===== src/rtl/csa_seq_ctrl_if.sv =====
// Request/response handshake bundle for the csa sequencer.
// The requester drives operands and out_ready; the sequencer returns the result.
interface csa_seq_ctrl_if #(
  parameter int W = 16
);
  logic         in_valid;
  logic         in_ready;
  logic [W-1:0] a;
  logic [W-1:0] b;
  logic         cin;
  logic         out_valid;
  logic         out_ready;
  logic [W-1:0] sum;
  logic         cout;
  logic         ovf;

  modport master (
    output in_valid, a, b, cin, out_ready,
    input  in_ready, out_valid, sum, cout, ovf
  );

  modport slave (
    input  in_valid, a, b, cin, out_ready,
    output in_ready, out_valid, sum, cout, ovf
  );
endinterface


===== src/rtl/csa_seq_ctrl.sv =====
// Multi-cycle W-bit adder that reuses one external 4-bit carry-select slice,
// feeding one nibble per cycle and resolving the slice's dual carries LSB-first.
module csa_seq_ctrl #(
  parameter int W = 16
) (
  input  logic             clk,
  input  logic             rst_n,
  csa_seq_ctrl_if.slave    bus,
  output logic             slice_sel,
  output logic [3:0]       slice_a,
  output logic [3:0]       slice_b,
  input  logic [3:0]       slice_s,
  input  logic             slice_c0,
  input  logic             slice_c1
);

  localparam int NSL = W / 4;
  localparam int CW  = $clog2(NSL);

  typedef enum logic [1:0] {
    IDLE = 2'd0,
    RUN  = 2'd1,
    DONE = 2'd2
  } state_t;

  state_t         state;
  state_t         state_next;
  logic [W-1:0]   areg;
  logic [W-1:0]   breg;
  logic [W-1:0]   sreg;
  logic [CW-1:0]  cnt;
  logic           carry;
  logic           sa;
  logic           sb;
  logic [W-1:0]   sum_q;
  logic           cout_q;
  logic           ovf_q;

  logic           accept;
  logic           last_pass;
  logic           carry_next;

  assign accept     = (state == IDLE) && bus.in_valid;
  assign last_pass  = (state == RUN) && (cnt == CW'(NSL - 1));
  assign carry_next = carry ? slice_c1 : slice_c0;

  always_ff @(posedge clk or negedge rst_n) begin
    if (!rst_n) begin
      state <= IDLE;
    end else begin
      state <= state_next;
    end
  end

  always_comb begin
    state_next = state;
    case (state)
      IDLE:    if (bus.in_valid)  state_next = RUN;
      RUN:     if (last_pass)     state_next = DONE;
      DONE:    if (bus.out_ready) state_next = IDLE;
      default:                    state_next = IDLE;
    endcase
  end

  // The slice is only driven while a pass is in flight so it sees zeros when idle.
  always_comb begin
    bus.in_ready  = (state == IDLE);
    bus.out_valid = (state == DONE);
    bus.sum       = sum_q;
    bus.cout      = cout_q;
    bus.ovf       = ovf_q;
    slice_sel     = 1'b0;
    slice_a       = 4'd0;
    slice_b       = 4'd0;
    if (state == RUN) begin
      slice_sel = carry;
      slice_a   = areg[3:0];
      slice_b   = breg[3:0];
    end
  end

  always_ff @(posedge clk or negedge rst_n) begin
    if (!rst_n) begin
      areg  <= '0;
      breg  <= '0;
      sreg  <= '0;
      cnt   <= '0;
      carry <= 1'b0;
      sa    <= 1'b0;
      sb    <= 1'b0;
    end else if (accept) begin
      areg  <= bus.a;
      breg  <= bus.b;
      carry <= bus.cin;
      sa    <= bus.a[W-1];
      sb    <= bus.b[W-1];
      cnt   <= '0;
    end else if (state == RUN) begin
      sreg  <= {slice_s, sreg[W-1:4]};
      carry <= carry_next;
      areg  <= areg >> 4;
      breg  <= breg >> 4;
      cnt   <= cnt + CW'(1);
    end
  end

  // Result registers load on the final pass so they hold through DONE and IDLE.
  always_ff @(posedge clk or negedge rst_n) begin
    if (!rst_n) begin
      sum_q  <= '0;
      cout_q <= 1'b0;
      ovf_q  <= 1'b0;
    end else if (last_pass) begin
      sum_q  <= {slice_s, sreg[W-1:4]};
      cout_q <= carry_next;
      ovf_q  <= (sa == sb) && (slice_s[3] != sa);
    end
  end

endmodule

===== src/flat_wrapper.sv =====
// flat-port wrapper written by rule: the top's interface ports become plain ports
module csa_seq_ctrl_flat 
#(
  parameter int W = 16
)
  (clk, rst_n, slice_sel, slice_a, slice_b, slice_s, slice_c0, slice_c1, bus_in_valid, bus_a, bus_b, bus_cin, bus_out_ready, bus_in_ready, bus_out_valid, bus_sum, bus_cout, bus_ovf);
  csa_seq_ctrl_if #(.W(W)) bus_i ();
  input  logic clk;
  input  logic rst_n;
  output logic slice_sel;
  output logic [3:0] slice_a;
  output logic [3:0] slice_b;
  input  logic [3:0] slice_s;
  input  logic slice_c0;
  input  logic slice_c1;
  input wire logic [$bits(bus_i.in_valid)-1:0] bus_in_valid;
  input wire logic [$bits(bus_i.a)-1:0] bus_a;
  input wire logic [$bits(bus_i.b)-1:0] bus_b;
  input wire logic [$bits(bus_i.cin)-1:0] bus_cin;
  input wire logic [$bits(bus_i.out_ready)-1:0] bus_out_ready;
  output wire logic [$bits(bus_i.in_ready)-1:0] bus_in_ready;
  output wire logic [$bits(bus_i.out_valid)-1:0] bus_out_valid;
  output wire logic [$bits(bus_i.sum)-1:0] bus_sum;
  output wire logic [$bits(bus_i.cout)-1:0] bus_cout;
  output wire logic [$bits(bus_i.ovf)-1:0] bus_ovf;
  assign bus_i.in_valid = bus_in_valid;
  assign bus_i.a = bus_a;
  assign bus_i.b = bus_b;
  assign bus_i.cin = bus_cin;
  assign bus_i.out_ready = bus_out_ready;
  assign bus_in_ready = bus_i.in_ready;
  assign bus_out_valid = bus_i.out_valid;
  assign bus_sum = bus_i.sum;
  assign bus_cout = bus_i.cout;
  assign bus_ovf = bus_i.ovf;
  csa_seq_ctrl #(.W(W)) u_core (.clk(clk), .rst_n(rst_n), .bus(bus_i), .slice_sel(slice_sel), .slice_a(slice_a), .slice_b(slice_b), .slice_s(slice_s), .slice_c0(slice_c0), .slice_c1(slice_c1));
endmodule

===== config.mk =====
export PLATFORM = sky130hd
export DESIGN_NAME = csa_seq_ctrl_flat
export DESIGN_NICKNAME = d
export VERILOG_FILES = /design/src/rtl/csa_seq_ctrl_if.sv /design/src/rtl/csa_seq_ctrl.sv /design/src/flat_wrapper.sv
export SDC_FILE = /design/constraint.sdc
export NUM_CORES = 1
export LEC_CHECK = 0
export CORE_ASPECT_RATIO = 1.5
export CORE_UTILIZATION = 45
export DETAILED_ROUTE_END_ITERATION = 12
export HOLD_SLACK_MARGIN = 0.08
export PLACE_DENSITY_LB_ADDON = 0.1
export SLEW_MARGIN = 40
export SYNTH_ARGS = -nofsm -noshare
export SYNTH_HDL_FRONTEND = slang
export SYNTH_SLANG_ARGS = --single-unit

===== constraint.sdc =====
create_clock -name clk -period 1.9 [get_ports clk]
set_input_delay 0.19 -clock clk [delete_from_list [all_inputs] [get_ports clk]]
set_output_delay 0.19 -clock clk [all_outputs]
set_load 0.05 [all_outputs]

==> results of run 1 <==
[power by group through the flow]
stage / Combinational (uW) / Clock, uW / Sequential, uW
floorplan: 1880 / 0 / 3120
global placement: 3700 / 0 / 2530
detailed placement: 3760 / 0 / 2560
CTS: 3780 / 1220 / 2540
global route: 4040 / 1280 / 2620
finish: 3770 / 1190 / 2540
[metal layers]
metal | GRT usage, % | vias up
met5 | 0 | -
met4 | 7.21 | 0
met3 | 5.97 | 7
met2 | 30.6 | 59
met1 | 24.4 | 1091
li1 | - | 1056
[layout make-up]
class                      count  area (sq um)  share of cell area [%]
clock buffer                  10           138                    3.34
clock inverter                 6          62.6                    1.52
inverter                       3          11.3                   0.274
multi-input combinational    165          1140                    27.7
sequential                    69          1730                    42.0
tap                           76          95.1                    2.31
timing repair buffer          89           941                    22.9
[final timing paths]
check	start	end	cells past startpoint
worst min register to register	u_core.breg[3]	u_core.breg[3]	2
worst max register to register	u_core.state[0]	u_core.sreg[10]	5
worst max-delay path	u_core.bus.ovf	bus_ovf	1
max in group asynchronous	rst_n	u_core.bus.sum[6]	3
min in group clk	bus_out_ready	u_core.state[1]	2
worst min-delay path	rst_n	u_core.breg[5]	2
[sequential cells by signal, indices dropped and copies added (netlist names)]
| signal | count |
|---|---|
| u_core.carry | 1 |
| u_core.sreg | 12 |
| u_core.sb | 1 |
| u_core.sa | 1 |
| u_core.areg | 16 |
| u_core.cnt | 2 |
| u_core.bus.ovf | 1 |
| u_core.bus.cout | 1 |
| u_core.bus.sum | 16 |
| u_core.state | 2 |
| u_core.breg | 16 |
[kinds of logic after synthesis]
logic type | Yosys count | share of synthesized area (%)
multiplexers | 32 | 12.0
AND/OR/NAND/NOR | 62 | 11.4
adder cells (fa/ha/maj) | 1 | 0.419
flip-flops | 69 | 57.9
buffers and inverters | 21 | 3.98
AO/OA/AOI/OAI | 70 | 14.3
[timing repair]
| action | in CTS | in global routing |
|---|---|---|
| gates resized for setup | 1 | 0 |
| hold buffers | 1 | 0 |
| setup buffers | 0 | 2 |
| pin swaps | 0 | 0 |
| hold endpoints to repair | 19 | 0 |
| endpoints found under the setup margin | 8 | 3 |
[metrics by stage]
step | hold WS [ns] | instances | total power, uW
2_1_floorplan | -0.106 | 255 | 5000
3_3_place_gp | 0.181 | 399 | 6240
3_5_place_dp | 0.180 | 399 | 6320
4_1_cts | 0.349 | 416 | 7540
5_1_grt | 0.381 | 418 | 7950
6_report | 0.343 | 418 | 7500
[cells in the mapped netlist, drive strengths merged, types with 3 or more instances]
| library cell | number |
|---|---|
| dfrtp | 69 |
| o21ai | 32 |
| mux2 | 31 |
| nand2 | 30 |
| a22oi | 19 |
| a21oi | 12 |
| buf | 12 |
| and2 | 9 |
| nor2b | 7 |
| and3b | 6 |
| clkbuf | 6 |
| a22o | 5 |
| nor2 | 5 |
| inv | 3 |
| nand2b | 3 |
==> flow_metrics.env, run 1 <==
export IMPL_syn_area_per_cell_sq_um=11.7
export IMPL_slew_violations=0
export IMPL_cts_sinks=69
export IMPL_cp_cell_sequence="clkdlybuf4s50_1"
export IMPL_placement_io_buffers=71
export IMPL_synthToLayoutAreaGrowth_pct=38.0
export IMPL_fmax_mhz=589
export IMPL_wire_per_inst_um=14.8
export IMPL_p_seq_share_pct=33.9
export IMPL_ioPinCount=72
export IMPL_final_common_cell="dfrtp_1"
export IMPL_layout_common_cells="dfrtp_1, clkdlybuf4s50_1, o21ai_0"
export IMPL_grt_pass1_wl_um=9880
export IMPL_finish_net_count=381
export IMPL_vias=2213
export IMPL_synth_top_area_cell="dfrtp_1"
export IMPL_setup_viol=0
export IMPL_hold_violations=0
export IMPL_finalCritPeriodShare_pct=89.4
export IMPL_slew_headroom_pct=65.6
export IMPL_dp_slack_ns=0.202
export IMPL_worst_slew_pin_slew_ns=0.514
export IMPL_dieArea_sq_um=6960
export IMPL_drive_above_1_share_pct=24.0
export IMPL_diodes=0
export IMPL_start_util_pct=46.3
export IMPL_place_gp_congestion=0.723
export IMPL_routed_via_density=5.29
export IMPL_post_dp_cell_area_sq_um=3890
export IMPL_post_route_util_pct=63.9
export IMPL_tns_ns=0
export IMPL_cts_root_buffer="clkbuf_8"
export IMPL_grt_max_degree=32
export IMPL_syn_area_sq_um=2980
export IMPL_final_area_sq_um=4120
export IMPL_power_switching_uw=3030
export IMPL_num_rows=36
export IMPL_antenna_found_initial=0
export IMPL_p_leak_uw=0.00180
export IMPL_crit_required_ns=1.71
export IMPL_clock_path_buffers=2
export IMPL_wl_met1_um=2560
export IMPL_clk_latency_ns=0.34
export IMPL_grt_use_total_pct=19.3
export IMPL_highest_layer="met4"
export IMPL_rsz0062_at_grt="no"
export IMPL_crit_slowest_cell="clkdlybuf4s50_1"
export IMPL_synth_top_area_share_pct=57.9
export IMPL_worstPathArrival_ns=1.51
export IMPL_critPathMaxStageDelay_ns=0.82
export IMPL_power_share_clock_pct=15.8
export IMPL_intPower_uw=4480
export IMPL_hp_class="primary input to asynchronous set/reset pin"
export IMPL_syn_inst=255
export IMPL_critPathMaxFanout=2
export IMPL_p_per_area_nw_per_um2=1820
export IMPL_core_sq_um=6440
export IMPL_ys_types=25
export IMPL_ys_warn_count=0
export IMPL_r2r_setup_slack_ns=0.34
export IMPL_grt_overflow=0
export IMPL_status="completed"
export IMPL_routed_wl_met3_um=361
export IMPL_synth_area_leaders="dfrtp_1, mux2_2, o21ai_0"
export IMPL_switching_share_pct=40.3
export IMPL_async_flop_share_pct=100
export IMPL_vdd_ir_drop_max_uv=1150
export IMPL_post_route_drc_count=0
export IMPL_end_kind="output port"
export IMPL_fin_ws_ns=0.202
export IMPL_combPwrFrac_pct=50.3
export IMPL_die_x_um=68.5
export IMPL_startpoint_type="flip-flop"
export IMPL_synth_flop_cell="dfrtp_1"
export IMPL_seq_area_frac_synth_pct=57.9
export IMPL_synth_edff_count=0
export IMPL_worstSetupPathType="flip-flop to output port"
export IMPL_drv_cap=0
export IMPL_synth_nets=299
export IMPL_wirelength_um=6200
export IMPL_cts_clk_slew_worst_paths_ns=0.07
export IMPL_cts_tree="done"
export IMPL_die_height_um=102
export IMPL_drt_iter0_drc=130
export IMPL_dr_wl_met2_um=3180
export IMPL_grt_pass1_vias=2128
export IMPL_skew_ns=0.00691
export IMPL_critPathBufInv=1
export IMPL_final_min_clock_period_ns=1.70
export IMPL_htree_levels=3
export IMPL_cp_top_family="buffers and inverters"
export IMPL_ys_ff_latch=69
export IMPL_dp_hpwl_um=4320
export IMPL_final_antenna_net_count=0
export IMPL_cts_buffers=9
export IMPL_dr_pass1_iters=4
export IMPL_nFillCells=532
Power figures use the tool's default switching activity.
==> run 2: changes to the inputs <==
--- a/config.mk
+++ b/config.mk
@@ -6,7 +6,7 @@
 export NUM_CORES = 1
 export LEC_CHECK = 0
 export CORE_ASPECT_RATIO = 1.5
-export CORE_UTILIZATION = 45
+export CORE_UTILIZATION = 44
 export DETAILED_ROUTE_END_ITERATION = 12
 export HOLD_SLACK_MARGIN = 0.08
 export PLACE_DENSITY_LB_ADDON = 0.1
==> constraint.sdc (replaced) <==
create_clock -name clk -period 1.4 [get_ports clk]
set_input_delay 0.14 -clock clk [delete_from_list [all_inputs] [get_ports clk]]
set_output_delay 0.14 -clock clk [all_outputs]
set_load 0.05 [all_outputs]
==> flow_metrics.env, run 2 (synthesis gave the netlist of run 1 again) <==
export IMPL_status="complete, but fails checks"
export IMPL_violations="negative setup slack"
export IMPL_drive_above_1_share_pct=38.7
export IMPL_final_antenna_net_count=0
export IMPL_multi_input_area_sq_um=1260
export IMPL_dieArea_sq_um=7120
export IMPL_cts_buffers=9
export IMPL_end_kind="flip-flop"
export IMPL_final_min_clock_period_ns=1.53
export IMPL_crit_slowest_cell="dfrtp_2"
export IMPL_setup_viol=49
export IMPL_grt_pass1_wl_um=10500
export IMPL_start_util_pct=45.7
export IMPL_critPathBufInv=4
export IMPL_grt_pass1_vias=2268
export IMPL_core_sq_um=6530
export IMPL_place_gp_congestion=0.745
export IMPL_dr_pass1_iters=6
export IMPL_layout_cells_non_filler=433
export IMPL_cp_common_cell="buf_6"
export IMPL_die_x_um=69.2
export IMPL_cts_sinks=69
export IMPL_regArea_sq_um=1730
export IMPL_critPathMaxStageDelay_ns=0.44
export IMPL_worstPathArrival_ns=1.75
export IMPL_hp_class="primary input to asynchronous set/reset pin"
export IMPL_grt_max_degree=30
export IMPL_rsz0062_at_grt="yes"
export IMPL_placed_cells=402
export IMPL_drt_iter0_drc=145
export IMPL_diodes=0
export IMPL_finalHoldWorstSlack_ns=0.219
export IMPL_cp_cell_sequence="buf_4 -> buf_6 -> buf_8 -> o21bai_4 -> buf_6 -> mux2_2"
export IMPL_vias=2262
export IMPL_cts_tree="done"
export IMPL_placement_io_buffers=71
export IMPL_dp_slack_ns=-0.105
export IMPL_post_dp_cell_area_sq_um=3970
export IMPL_finalCritPeriodShare_pct=109
export IMPL_finish_net_count=396
export IMPL_clock_path_buffers=2
export IMPL_final_area_sq_um=4500
export IMPL_wire_per_inst_um=15.3
export IMPL_nFillCells=487
export IMPL_clk_latency_ns=0.34
export IMPL_die_height_um=103
export IMPL_synthToLayoutAreaGrowth_pct=50.9
export IMPL_final_common_cell="dfrtp_1"
export IMPL_hold_violations=0
export IMPL_wirelength_um=6620
export IMPL_crit_required_ns=1.62
export IMPL_fin_ws_ns=-0.126
export IMPL_grt_use_total_pct=18.9
export IMPL_ioPinCount=72
export IMPL_num_rows=36
export IMPL_p_per_area_nw_per_um2=2560
export IMPL_worstSetupPathType="flip-flop to flip-flop"
export IMPL_htree_levels=3
export IMPL_startpoint_type="flip-flop"
export IMPL_cp_top_family="buffers and inverters"
export IMPL_dp_hpwl_um=4110
export IMPL_post_route_drc_count=0
export IMPL_tns_ns=-2.06
export IMPL_worst_slew_pin_slew_ns=0.341
export IMPL_grt_overflow=0
export IMPL_drv_cap=0
export IMPL_slew_violations=0
export IMPL_skew_ns=0.00773
export IMPL_cts_clk_slew_worst_paths_ns=0.08
export IMPL_cts_root_buffer="clkbuf_8"
export IMPL_antenna_found_initial=0
export IMPL_vdd_ir_drop_max_uv=1510
export IMPL_layout_common_cells="dfrtp_1, clkdlybuf4s50_1, buf_4"
export IMPL_fmax_mhz=655
export IMPL_slew_headroom_pct=77.2
export IMPL_critPathMaxFanout=7
export IMPL_routed_via_density=5.22
export IMPL_p_leak_uw=0.00201
## run 2: cell count changes in the layout (fill, tap and decap cells not counted), moves of 3 or more
| cell | previous run | this run |
|---|---|---|
| and2_4 | 0 | 9 |
| clkdlybuf4s50_1 | 59 | 41 |
| o21ai_1 | 0 | 21 |
| mux2_2 | 31 | 28 |
| o21ai_0 | 32 | 11 |
| a22oi_2 | 0 | 8 |
| buf_12 | 10 | 19 |
| buf_4 | 18 | 31 |
| a22oi_1 | 19 | 11 |
| and2_1 | 9 | 0 |
| mux2_4 | 0 | 3 |
| buf_6 | 0 | 9 |
| buf_8 | 0 | 3 |
## run 2: power by group
group / total [uW] / internal, uW / switching, uW
Sequential: 3510 / 2910 / 599
Combinational: 6210 / 3100 / 3110
Clock: 1790 / 1050 / 738
Total: 11500 / 7060 / 4450
## run 2: stage by stage
step                util, %  total power [uW]
detailed placement     60.8              8890
global route           68.9             12100
global placement       60.8              8790
finish                 68.9             11500
CTS                    66.5             11200
floorplan                 -              6800
## run 2: worst reg2reg max path, delay by kind of cell (launching register included)
family                 cells  cell delay (ns)
buffers and inverters      4             0.53
flip-flops                 1             0.44
multiplexers               1             0.26
AO/OA/AOI/OAI              1             0.19
## run 2: area by class of cell
type / instances / area share (%)
clock inverter: 5 / 1.86
inverter: 3 / 0.250
clock buffer: 11 / 3.14
multi-input combinational: 165 / 28.0
tap: 76 / 2.11
timing repair buffer: 104 / 26.2
sequential: 69 / 38.4
## run 2: metal layers
layer / up-vias / track usage (%) / wire length, um
met5: - / 0 / 0
met4: 0 / 9.58 / 118
met3: 8 / 4.01 / 309
met2: 54 / 32.4 / 3440
met1: 1114 / 22.5 / 2760
li1: 1086 / - / -
## run 2: path summary, 6_finish.rpt
check,slack [ns],startpoint,end,depth (start not counted)
setup / recovery,-0.13,u_core.state[1],u_core.cnt[0],6
max in group asynchronous,0.61,rst_n,u_core.areg[9],3
hold reg to reg,0.48,u_core.areg[0],u_core.areg[0],2
min in group clk,0.36,bus_out_ready,u_core.state[1],2
setup reg to reg,-0.13,u_core.state[1],u_core.cnt[0],6
hold / removal,0.22,rst_n,u_core.breg[5],2
## run 2: repair_timing
item	4_1_cts	5_1_grt
gates resized for setup	22	51
endpoints found under the hold margin	69	0
gates cloned	0	1
endpoints found under the setup margin	12	76
hold buffers	1	0
pin swaps	9	4
buffers inserted	9	4
